--- src/rtl/regfile_wb_arbiter.sv ---
`default_nettype none
// ============================================================================
// Module   : regfile_wb_arbiter
// Purpose  : Single write port scheduler for the 32x32 register file. It
//            picks one of three writeback sources each cycle (ALU, load,
//            JAL link) in round-robin order and registers the winning
//            address/data toward the register file. It also provides
//            bypass-hit flags and a saturating contention counter.
// Ports    :
//   clk, reset                 clock, synchronous active-high reset
//   stall                      blocks all grants while high
//   alu_valid/rw/data/ready    ALU writeback handshake (ready combinational)
//   mem_valid/rw/data/ready    load writeback handshake (ready combinational)
//   lnk_valid/pc/ready         link handshake, writes {pc,2'b00} to r31
//   regwr, rw, busw            registered register-file write port
//   ra, rb / byp_a, byp_b      read addresses and in-flight write hit flags
//   contention                 saturating count of multi-request cycles
// Revision : 1.0 - initial release
// ============================================================================
module regfile_wb_arbiter #(
  parameter int CW = 8
) (
  input  logic          clk,
  input  logic          reset,
  input  logic          stall,
  input  logic          alu_valid,
  input  logic [4:0]    alu_rw,
  input  logic [31:0]   alu_data,
  output logic          alu_ready,
  input  logic          mem_valid,
  input  logic [4:0]    mem_rw,
  input  logic [31:0]   mem_data,
  output logic          mem_ready,
  input  logic          lnk_valid,
  input  logic [29:0]   lnk_pc,
  output logic          lnk_ready,
  output logic          regwr,
  output logic [4:0]    rw,
  output logic [31:0]   busw,
  input  logic [4:0]    ra,
  input  logic [4:0]    rb,
  output logic          byp_a,
  output logic          byp_b,
  output logic [CW-1:0] contention
);

  localparam logic [1:0] c_SRC_ALU = 2'd0;
  localparam logic [1:0] c_SRC_MEM = 2'd1;
  localparam logic [1:0] c_SRC_LNK = 2'd2;
  localparam logic [4:0] c_LINK_REG = 5'd31;

  // Successor in the 3-entry ring; the unused code 3 folds back to alu.
  function automatic logic [1:0] next3(input logic [1:0] x);
    next3 = (x >= 2'd2) ? 2'd0 : x + 2'd1;
  endfunction

  logic [1:0]    r_rr;
  logic [3:0]    w_valid;
  logic [1:0]    w_c0, w_c1, w_c2;
  logic          w_gnt;
  logic [1:0]    w_idx;
  logic [4:0]    w_addr;
  logic [31:0]   w_data;
  logic          w_multi;
  logic          r_regwr;
  logic [4:0]    r_rw;
  logic [31:0]   r_busw;
  logic [CW-1:0] r_cnt;

  // Bit 3 pads the vector so any 2-bit index is in range.
  assign w_valid = {1'b0, lnk_valid, mem_valid, alu_valid};

  // Candidate order starting at the round-robin pointer.
  assign w_c0 = (r_rr == 2'd3) ? 2'd0 : r_rr;
  assign w_c1 = next3(w_c0);
  assign w_c2 = next3(w_c1);

  always_comb begin
    w_gnt = 1'b0;
    w_idx = c_SRC_ALU;
    if (!reset && !stall) begin
      if (w_valid[w_c0]) begin
        w_gnt = 1'b1;
        w_idx = w_c0;
      end else if (w_valid[w_c1]) begin
        w_gnt = 1'b1;
        w_idx = w_c1;
      end else if (w_valid[w_c2]) begin
        w_gnt = 1'b1;
        w_idx = w_c2;
      end
    end
  end

  assign alu_ready = w_gnt && (w_idx == c_SRC_ALU);
  assign mem_ready = w_gnt && (w_idx == c_SRC_MEM);
  assign lnk_ready = w_gnt && (w_idx == c_SRC_LNK);

  always_comb begin
    w_addr = alu_rw;
    w_data = alu_data;
    case (w_idx)
      c_SRC_MEM: begin
        w_addr = mem_rw;
        w_data = mem_data;
      end
      c_SRC_LNK: begin
        w_addr = c_LINK_REG;
        w_data = {lnk_pc, 2'b00};
      end
      default: begin
        w_addr = alu_rw;
        w_data = alu_data;
      end
    endcase
  end

  always_ff @(posedge clk) begin
    if (reset) begin
      r_rr <= c_SRC_ALU;
    end else if (w_gnt) begin
      r_rr <= next3(w_idx);
    end
  end

  // A grant to r0 is consumed and still loads rw/busw, but never writes.
  always_ff @(posedge clk) begin
    if (reset) begin
      r_regwr <= 1'b0;
      r_rw    <= 5'd0;
      r_busw  <= 32'd0;
    end else if (w_gnt) begin
      r_regwr <= (w_addr != 5'd0);
      r_rw    <= w_addr;
      r_busw  <= w_data;
    end else begin
      r_regwr <= 1'b0;
    end
  end

  // Contention is counted from the raw requests, independent of stall.
  assign w_multi = (alu_valid && mem_valid) || (alu_valid && lnk_valid) ||
                   (mem_valid && lnk_valid);

  always_ff @(posedge clk) begin
    if (reset) begin
      r_cnt <= '0;
    end else if (w_multi && !(&r_cnt)) begin
      r_cnt <= r_cnt + 1'b1;
    end
  end

  assign regwr      = r_regwr;
  assign rw         = r_rw;
  assign busw       = r_busw;
  assign contention = r_cnt;

  assign byp_a = r_regwr && (r_rw == ra) && (ra != 5'd0);
  assign byp_b = r_regwr && (r_rw == rb) && (rb != 5'd0);

endmodule
`default_nettype wire

--- config.mk ---
export PLATFORM = sky130hd
export DESIGN_NAME = regfile_wb_arbiter
export DESIGN_NICKNAME = d
export VERILOG_FILES = /design/src/rtl/regfile_wb_arbiter.sv
export SDC_FILE = /design/constraint.sdc
export NUM_CORES = 1
export LEC_CHECK = 0
export CELL_PAD_IN_SITES_DETAIL_PLACEMENT = 0
export CELL_PAD_IN_SITES_GLOBAL_PLACEMENT = 2
export CORE_UTILIZATION = 18
export CTS_CLUSTER_DIAMETER = 60
export DETAILED_ROUTE_END_ITERATION = 10
export PLACE_DENSITY = 0.76
export SYNTH_ARGS = -nofsm -noshare
export SYNTH_HDL_FRONTEND = slang
export SYNTH_SLANG_ARGS = --single-unit
--- constraint.sdc ---
create_clock -name clk -period 3.1 [get_ports clk]
set_clock_uncertainty 0.1 [all_clocks]
set_input_delay 0.465 -clock clk [delete_from_list [all_inputs] [get_ports clk]]
set_output_delay 0.465 -clock clk [all_outputs]
set_load 0.02 [all_outputs]
==> results of run 1 <==
[worst min path at each step]
stage	startpoint	slack [ns]	cells past startpoint	to
finish	busw[13]	0.38	2	busw[13]
detailed placement	busw[13]	0.37	2	busw[13]
CTS	busw[13]	0.38	2	busw[13]
global placement	busw[13]	0.37	2	busw[13]
floorplan	r_rr[1]	0.40	2	r_rr[1]
global route	busw[17]	0.40	2	busw[17]
[through the flow]
stage | cell area [µm²] | setup TNS, ns | std cells | total power (W)
2_1_floorplan | 2980 | -0.0197 | 397 | 0.000932
3_3_place_gp | 5020 | -10.55 | 778 | 0.00124
3_5_place_dp | 5020 | -13.82 | 778 | 0.00125
4_1_cts | 5210 | 0 | 787 | 0.00179
5_1_grt | 5260 | -0.000236 | 788 | 0.00187
6_report | 5260 | 0 | 788 | 0.00177
[flip-flops by register name (all words and copies together) (netlist names)]
name	count
contention	8
regwr	1
rw	5
r_rr	2
busw	32
[per-layer routing]
metal | wire [µm] | GRT usage | part of all wire
met5 | 0 | 0 | 0
met4 | 241 | 0.0424 | 0.020
met3 | 762 | 0.0279 | 0.065
met2 | 5490 | 0.256 | 0.47
met1 | 5290 | 0.171 | 0.45
[placed cells by master (no fill, tap or decap), drive strengths merged, types with 4 or more instances in the layout]
cell           instances
and3                   5
a22oi                 32
ha                     8
xor2                   9
o21ai                 72
nand2                 40
nor2                  14
clkdlybuf4s50        164
dfxtp                 48
buf                   39
a21oi                 48
o211ai                 4
clkbuf                 6
nor3                   5
nand3                 39
[final cells by class]
| type | count | area [µm²] | share of cell area |
|---|---|---|---|
| clock buffer | 6 | 129 | 0.0245 |
| timing repair buffer | 206 | 2020 | 0.383 |
| tap | 216 | 270 | 0.0514 |
| clock inverter | 1 | 5.00 | 0.000951 |
| sequential | 48 | 962 | 0.183 |
| inverter | 3 | 11.3 | 0.00214 |
| multi-input combinational | 308 | 1870 | 0.355 |
[worst max-delay path, cell delays in order, from the launching register on]
cell and delay [ns]:
dfxtp_1 0.38, inv_1 0.08, ha_1 0.27, nand4bb_1 0.16, o211a_1 0.20, nand2_2 0.08
or4_4 0.46, ha_4 0.21, and3_2 0.17, buf_2 0.15
[power breakdown]
group	total (W)	internal, W	switching [W]
Clock	0.000528	0.000294	0.000234
Sequential	0.000679	0.000653	0.0000262
Combinational	0.000568	0.000313	0.000255
[what timing repair did]
item,4_1_cts,5_1_grt
pin swaps,4,5
resized for setup,20,16
cloned,1,0
buffers inserted,1,1
setup endpoints to repair,23,41
[logic make-up after synthesis]
family / share of synthesized area
fa+ha+maj: 0.0406
compound gates: 0.338
flops: 0.325
xor+xnor: 0.0356
buf+inv: 0.0652
simple gates: 0.186
mux: 0.0102
==> results.toml, run 1 <==
[global_routing]
antenna_found_initial = 0
grt_pass1_wl_um = 18800
grt_pass1_vias = 3633
grt_usage = 0.143
grt_max_degree = 48
grt_overflow = 0

[sta]
max_slew_margin = 0.653
tightestPinTransition_ns = 0.521
hold_slack_ns = 0.377
hold_viol_final = 0
setup_violations = 0
period_share = 0.969
layout_setup_ws_ns = 0.0976
max_freq_ghz = 0.333
fin_crit_ns = 3.00
slew_viol_final = 0

[clock_tree]
cts_tree = "yes"
numCtsBuffers = 5
cts-hold-fix-buffers = 0
htreeDepth = 2
clk_latency_ns = 0.29
clkSinkCount = 48
clk_pin_slew_ns = 0.06
cts_root_buf = "clkbuf_16"
clock_path_buffers = 2

[yosys]
yosysTopAreaCell = "dfxtp_1"
syn_nets = 525
syn_inst = 397
synth_cell_type_count = 39
ys_ff_latch = 48
yosys_warnings = 0
netlist.area_leader.share = 0.325
synth_area_per_cell_um2 = 7.45
synthArstFlopShare = 0
synth_area_leaders = "dfxtp_1 (33%), a21oi_1 (8.1%), a22oi_1 (8.1%)"
synth_edf_count = 0
synthesis.area_um2 = 2960
ys.flop_type = "dfxtp_1"
ys_seq_area_frac = 0.325
yosys-top-cells-count = "a21oi_1 (48), dfxtp_1 (48), o21ai_0 (43)"

[critical_path]
rr_worst_depth = 13
worstPathRequired_ns = 2.53
worstSetupEndpointType = "primary output"
crit_type = "reg -> out"
reg2reg_from = "r_rr[1]"
path_max_fanout = 6
setup.worst_path.start = "r_rr[1]"
r2r_end = "regwr"
crit_end = "lnk_ready"
arrival_ns = 2.44
start_kind = "register"
reg2reg_slack_ns = 0.18

[die]
boundaryPins = 171
die_width_um = 130
core_area_um2 = 15900
die_area_um2 = 16900
die_h_um = 130
start_util = 0.185
num_rows = 46

[final_layout]
drive_above_1_share = 0.112
utilization = 0.330
nFillCells = 1680
synthToLayoutAreaGrowth_pct = 78.0
diodes = 0
nNetsFinal = 700

[placement]
place_ws_ns = -0.626
portBuffers = 170
gp_congestion = 0.789
hpwl_um = 8450

[outcome]
status = "completed"

[detailed_routing]
vias = 3519
wire_per_inst_um = 15.0
ant_nets = 0
drc = 0
dr.pass1.iters = 4
drt-initial-drc-count = 117
routed_wl_um = 11800
vias_per_cell = 4.47

[flow_run]
drv_cap = 0

[pwr]
peakVddDrop_uv = 205
p_per_area_nw_per_um2 = 337
power.leakage_nw = 1.89

[worst_hold_path]
hold_path_class = "reg -> reg"
(Power assumes the default switching activity.)
==> inputs of run 2 (changes only) <==
--- a/config.mk
+++ b/config.mk
@@ -7,9 +7,11 @@
 export LEC_CHECK = 0
 export CELL_PAD_IN_SITES_DETAIL_PLACEMENT = 0
 export CELL_PAD_IN_SITES_GLOBAL_PLACEMENT = 2
+export CORE_MARGIN = 4
 export CORE_UTILIZATION = 18
 export CTS_CLUSTER_DIAMETER = 60
 export DETAILED_ROUTE_END_ITERATION = 10
+export GPL_TIMING_DRIVEN = 0
 export PLACE_DENSITY = 0.76
 export SYNTH_ARGS = -nofsm -noshare
 export SYNTH_HDL_FRONTEND = slang
==> run 2 against run 1 <==
Compared with the run above:
- the flow now finishes with violations (setup timing)
- sequential power about the same
- clock-buffer cell count unchanged
- final cell count up 1.6%
- register-to-register slack worse by 0.08 ns
- combinational power up 1%
- core utilization up 0.41 points
- critical endpoint unchanged
==> results.toml, run 2 (synthesis results as in run 1) <==
[outcome]
status = "finished, violations left"
failed_checks = "setup timing"

[clock_tree]
cts_root_buf = "clkbuf_16"
clk_pin_slew_ns = 0.07
clk_latency_ns = 0.29
clkSinkCount = 48
cts-hold-fix-buffers = 0
clock_path_buffers = 2
htreeDepth = 2
cts_tree = "yes"
numCtsBuffers = 5

[final_layout]
nNetsFinal = 712
diodes = 0
nFillCells = 1717
mostFrequentLayoutCells = "clkdlybuf4s50_1 (164), a21oi_1 (48), dfxtp_1 (46)"
synthToLayoutAreaGrowth_pct = 80.8
largest_register_ffs = 32
layout_commonest_cell = "clkdlybuf4s50_1"
drive_above_1_share = 0.111
finalNonFillerCells = 801

[global_routing]
grt_overflow = 0
grt_max_degree = 15
grt_pass1_wl_um = 19900
antenna_found_initial = 0
grt_pass1_vias = 3699
grt_usage = 0.137

[sta]
setup_violations = 1
fin_crit_ns = 3.12
rsz0062_at_grt = "true"
hold_slack_ns = 0.379
hold_viol_final = 0
max_freq_ghz = 0.320
slew_viol_final = 0
tightestPinTransition_ns = 0.637
layout_setup_ws_ns = -0.0204
period_share = 1.01
max_slew_margin = 0.575

[placement]
gp_congestion = 0.762
hpwl_um = 10400
dp_cells = 783
portBuffers = 170

[detailed_routing]
drc = 0
vias = 3607
wire_per_inst_um = 16.5
dr.pass1.iters = 5
routed_wl_um = 13200
ant_nets = 0
vias_per_cell = 4.50
drt-initial-drc-count = 115

[worst_hold_path]
holdPathStages = 2
hold_path_class = "reg -> reg"
hold_end = "busw[6]"
worstHoldStart = "busw[6]"

[pwr]
peakVddDrop_uv = 164
p_per_area_nw_per_um2 = 350
power.leakage_nw = 1.91

[die]
die_width_um = 136
num_rows = 46
boundaryPins = 171
die_h_um = 136
die_area_um2 = 18500
core_area_um2 = 16000
start_util = 0.185

[critical_path]
cpMaxStageDelayCell = "or4_4"
rr_worst_depth = 14
crit_type = "reg -> out"
start_kind = "register"
crit_chain = "inv_4, ha_4, o32a_4, o211a_1, buf_6, nand2_4, or4_4, ha_4, clkbuf_16, and3_4, buf_6"
r2r_end = "regwr"
path_max_fanout = 5
reg2reg_from = "r_rr[0]"
worstSetupEndpointType = "primary output"
worstPathRequired_ns = 2.53
max_stage_delay_ns = 0.46
reg2reg_slack_ns = 0.10
arrival_ns = 2.56
path_buf_inv = 4
cp_top_family = "simple AND/OR/NAND/NOR gates"

[flow_run]
drv_cap = 0
## run 2: cell count changes in the layout (fill, tap and decap cells not counted), sizes merged
cell	before	now
buf	39	30
bufbuf	1	0
bufinv	0	1
clkbuf	6	27
dlygate4sd2	2	3
## run 2: routing by layer
metal / part of all wire / wire length [µm] / GRT usage
met5: 0 / 0 / 0
met4: 0.017 / 228 / 0.0370
met3: 0.077 / 1020 / 0.0326
met2: 0.49 / 6400 / 0.246
met1: 0.42 / 5550 / 0.162
## run 2: per-stage QoR
stage | total power [W] | util | setup TNS (ns) | setup slack [ns] | area, µm²
2_1_floorplan | 0.000932 | - | -0.0197 | -0.0197 | 2980
3_3_place_gp | 0.00123 | 0.310 | -35.70 | -1.50 | 4950
5_1_grt | 0.00197 | 0.334 | -0.0802 | -0.0794 | 5350
3_5_place_dp | 0.00123 | 0.310 | -37.75 | -1.53 | 4950
4_1_cts | 0.00189 | 0.332 | -0.148 | -0.0832 | 5310
6_report | 0.00187 | 0.334 | -0.0204 | -0.0204 | 5350
## run 2: layout make-up
class	instances	area (µm²)	share of cell area
clock inverter	2	35.0	0.00655
sequential	48	966	0.181
tap	216	270	0.0505
buffer	34	225	0.0421
multi-input combinational	308	1910	0.357
timing repair buffer	184	1800	0.336
clock buffer	6	129	0.0241
inverter	3	13.8	0.00257
## run 2: worst max-delay path by stage
| stage | startpoint | to | slack, ns | depth (start not counted) |
|---|---|---|---|---|
| after CTS | r_rr[0] | lnk_ready | -0.08 | 11 |
| after global placement | lnk_valid | mem_ready | -1.50 | 10 |
| after detailed placement | lnk_valid | mem_ready | -1.53 | 10 |
| after global routing | r_rr[0] | lnk_ready | -0.08 | 11 |
| after floorplan | r_rr[1] | mem_ready | -0.02 | 12 |
| final | r_rr[0] | lnk_ready | -0.02 | 11 |
## run 2: timing repair
item,CTS,global route
buffers inserted,11,3
pin swaps,9,3
resized for setup,47,19
hold endpoints to repair,0,0
endpoints found under the setup margin,41,27
## run 2: worst reg2reg max path: cells and delay by family, from the launching register on
family	cells	cell delay (ns)
flip-flops	1	0.38
buffers and inverters	4	0.47
AND/OR/NAND/NOR	3	0.57
AO/OA/AOI/OAI	5	0.87
adder cells (fa/ha/maj)	2	0.48
## run 2: where the power goes
part	internal [W]	switching, W	total, W
logic	0.000311	0.000265	0.000576
registers	0.000653	0.0000276	0.000680
clock network	0.000380	0.000236	0.000616
total	0.00134	0.000529	0.00187
==> inputs of run 3 (changes only) <==
--- a/config.mk
+++ b/config.mk
@@ -7,12 +7,14 @@
 export LEC_CHECK = 0
 export CELL_PAD_IN_SITES_DETAIL_PLACEMENT = 0
 export CELL_PAD_IN_SITES_GLOBAL_PLACEMENT = 2
-export CORE_MARGIN = 4
+export CORE_MARGIN = 2
 export CORE_UTILIZATION = 18
 export CTS_CLUSTER_DIAMETER = 60
 export DETAILED_ROUTE_END_ITERATION = 10
+export GPL_ROUTABILITY_DRIVEN = 0
 export GPL_TIMING_DRIVEN = 0
 export PLACE_DENSITY = 0.76
+export SKIP_CTS_REPAIR_TIMING = 1
 export SYNTH_ARGS = -nofsm -noshare
 export SYNTH_HDL_FRONTEND = slang
 export SYNTH_SLANG_ARGS = --single-unit
==> run 3 against run 2 <==
Compared with the run above:
- the run still ends with setup timing left
- sequential power is essentially flat
- core utilization up 1.0 points
- clock power up 3%
- combinational power increased by 4.9%
- register-to-register slack got worse by 0.05 ns
- setup slack lost 0.095 ns
- die area is 5.8% lower
- global-route usage grew 0.58 points
- critical endpoint unchanged
- largest cell class unchanged
- largest power group unchanged
==> results.toml, run 3 (synthesis results as in run 1) <==
[outcome]
status = "finished, violations left"
failed_checks = "setup timing"

[critical_path]
cpMaxStageDelayCell = "or4_4"
path_max_fanout = 7
worstSetupEndpointType = "primary output"
start_kind = "register"
cp_common_cell = "ha_4"
crit_type = "reg -> out"
arrival_ns = 2.65
crit_chain = "inv_2, ha_4, and4bb_2, a31oi_4, nand2_4, or4_4, ha_4, buf_8, and3_4, buf_6"
max_stage_delay_ns = 0.53
worstPathRequired_ns = 2.53

[clock_tree]
cts_root_buf = "clkbuf_16"
numCtsBuffers = 5
clkSinkCount = 48
clk_pin_slew_ns = 0.07
clock_path_buffers = 2
htreeDepth = 2
clk_latency_ns = 0.29
cts_tree = "yes"

[final_layout]
multi_input_area_um2 = 1980
diodes = 0
synthToLayoutAreaGrowth_pct = 85.6
nFillCells = 1681
largest_register_ffs = 32
mostFrequentLayoutCells = "clkdlybuf4s50_1 (164), dfxtp_1 (46), a21oi_1 (45)"
layout_commonest_cell = "clkdlybuf4s50_1"
drive_above_1_share = 0.149
finalNonFillerCells = 808
nNetsFinal = 719
seq_area_um2 = 963

[pwr]
power.leakage_nw = 1.98
p_per_area_nw_per_um2 = 349
peakVddDrop_uv = 195
total_power_w = 0.00192

[sta]
fin_crit_ns = 3.22
tightestPinTransition_ns = 0.676
period_share = 1.04
slew_viol_final = 0
fin_tns_setup_ns = -0.200
setup_violations = 2
hold_viol_final = 0
max_freq_ghz = 0.311
layout_setup_ws_ns = -0.115
max_slew_margin = 0.549
rsz0062_at_grt = "true"

[global_routing]
grt_max_degree = 16
grt_pass1_wl_um = 20100
antenna_found_initial = 0
grt_overflow = 0
grt_pass1_vias = 3721
grt_usage = 0.143

[worst_hold_path]
hold_path_class = "reg -> reg"

[detailed_routing]
drc = 0
routed_wl_um = 13000
vias_per_cell = 4.53
ant_nets = 0
dr.pass1.iters = 4
vias = 3658
wire_per_inst_um = 16.0
drt-initial-drc-count = 145

[die]
die_width_um = 132
num_rows = 46
die_h_um = 132
die_area_um2 = 17500
start_util = 0.185
boundaryPins = 171
core_area_um2 = 15900

[flow_run]
drv_cap = 0

[placement]
hpwl_um = 9840
portBuffers = 170
dp_cells = 783
==> run 3: changes by cell type in the layout (fill, tap and decap cells not counted), moves of 3 or more <==
cell            previous run  this run
dlygate4sd2_1              3         0
buf_4                     15        22
a21oi_2                    0         3
o21ai_0                   41        38
buf_6                      5         9
a22oi_1                   31        26
a21oi_1                   48        45
dlymetal6s2s_1             0         3
a22oi_2                    1         6
==> run 3: stage by stage <==
| step | hold WS, ns | setup WS [ns] | utilization | area, µm² |
|---|---|---|---|---|
| after floorplan | 0.398 | -0.0197 | - | 2980 |
| final | 0.377 | -0.115 | 0.344 | 5490 |
| after global placement | 0.361 | -1.51 | 0.311 | 4950 |
| after CTS | 0.379 | -1.54 | 0.321 | 5120 |
| after global routing | 0.406 | -0.162 | 0.344 | 5490 |
| after detailed placement | 0.369 | -1.53 | 0.311 | 4950 |
==> run 3: worst max-delay path, delay by kind of cell (launching register included) <==
kind,cells,cell delay (ns)
AOI/OAI and AO/OA,1,0.21
and+or+nand+nor,4,1.03
DFF,1,0.34
buffers and inverters,3,0.30
adders and majority gates,2,0.46
==> run 3: worst paths after layout <==
path / slack (ns) / endpoint / cells after the start / startpoint
hold reg to reg: 0.38 / busw[27] / 2 / busw[27]
setup reg to reg: 0.05 / regwr / 13 / r_rr[0]
setup / recovery: -0.12 / lnk_ready / 10 / r_rr[0]
hold / removal: 0.38 / busw[27] / 2 / busw[27]
==> run 3: layout make-up <==
cell class / instances / share of cell area
clock inverters: 3 / 0.00775
inverters: 3 / 0.00205
repair buffers: 193 / 0.345
multi-input cells: 308 / 0.361
plain buffers: 32 / 0.0360
well taps: 216 / 0.0492
clock buffers: 5 / 0.0228
flip-flops and latches: 48 / 0.176
==> run 3: where the power goes <==
group | internal [W] | switching [W] | total, W
sequential | 0.000652 | 0.0000264 | 0.000679
combinational | 0.000324 | 0.000279 | 0.000604
clock | 0.000380 | 0.000254 | 0.000634
==> run 3: per-layer routing <==
metal,wire [µm],global-route usage,up-vias,part of all wire
met3,733,0.0300,12,0.057
met5,0,0,-,0
li1,-,-,1839,-
met1,5970,0.183,1683,0.46
met2,6100,0.244,124,0.47
met4,154,0.0368,0,0.012
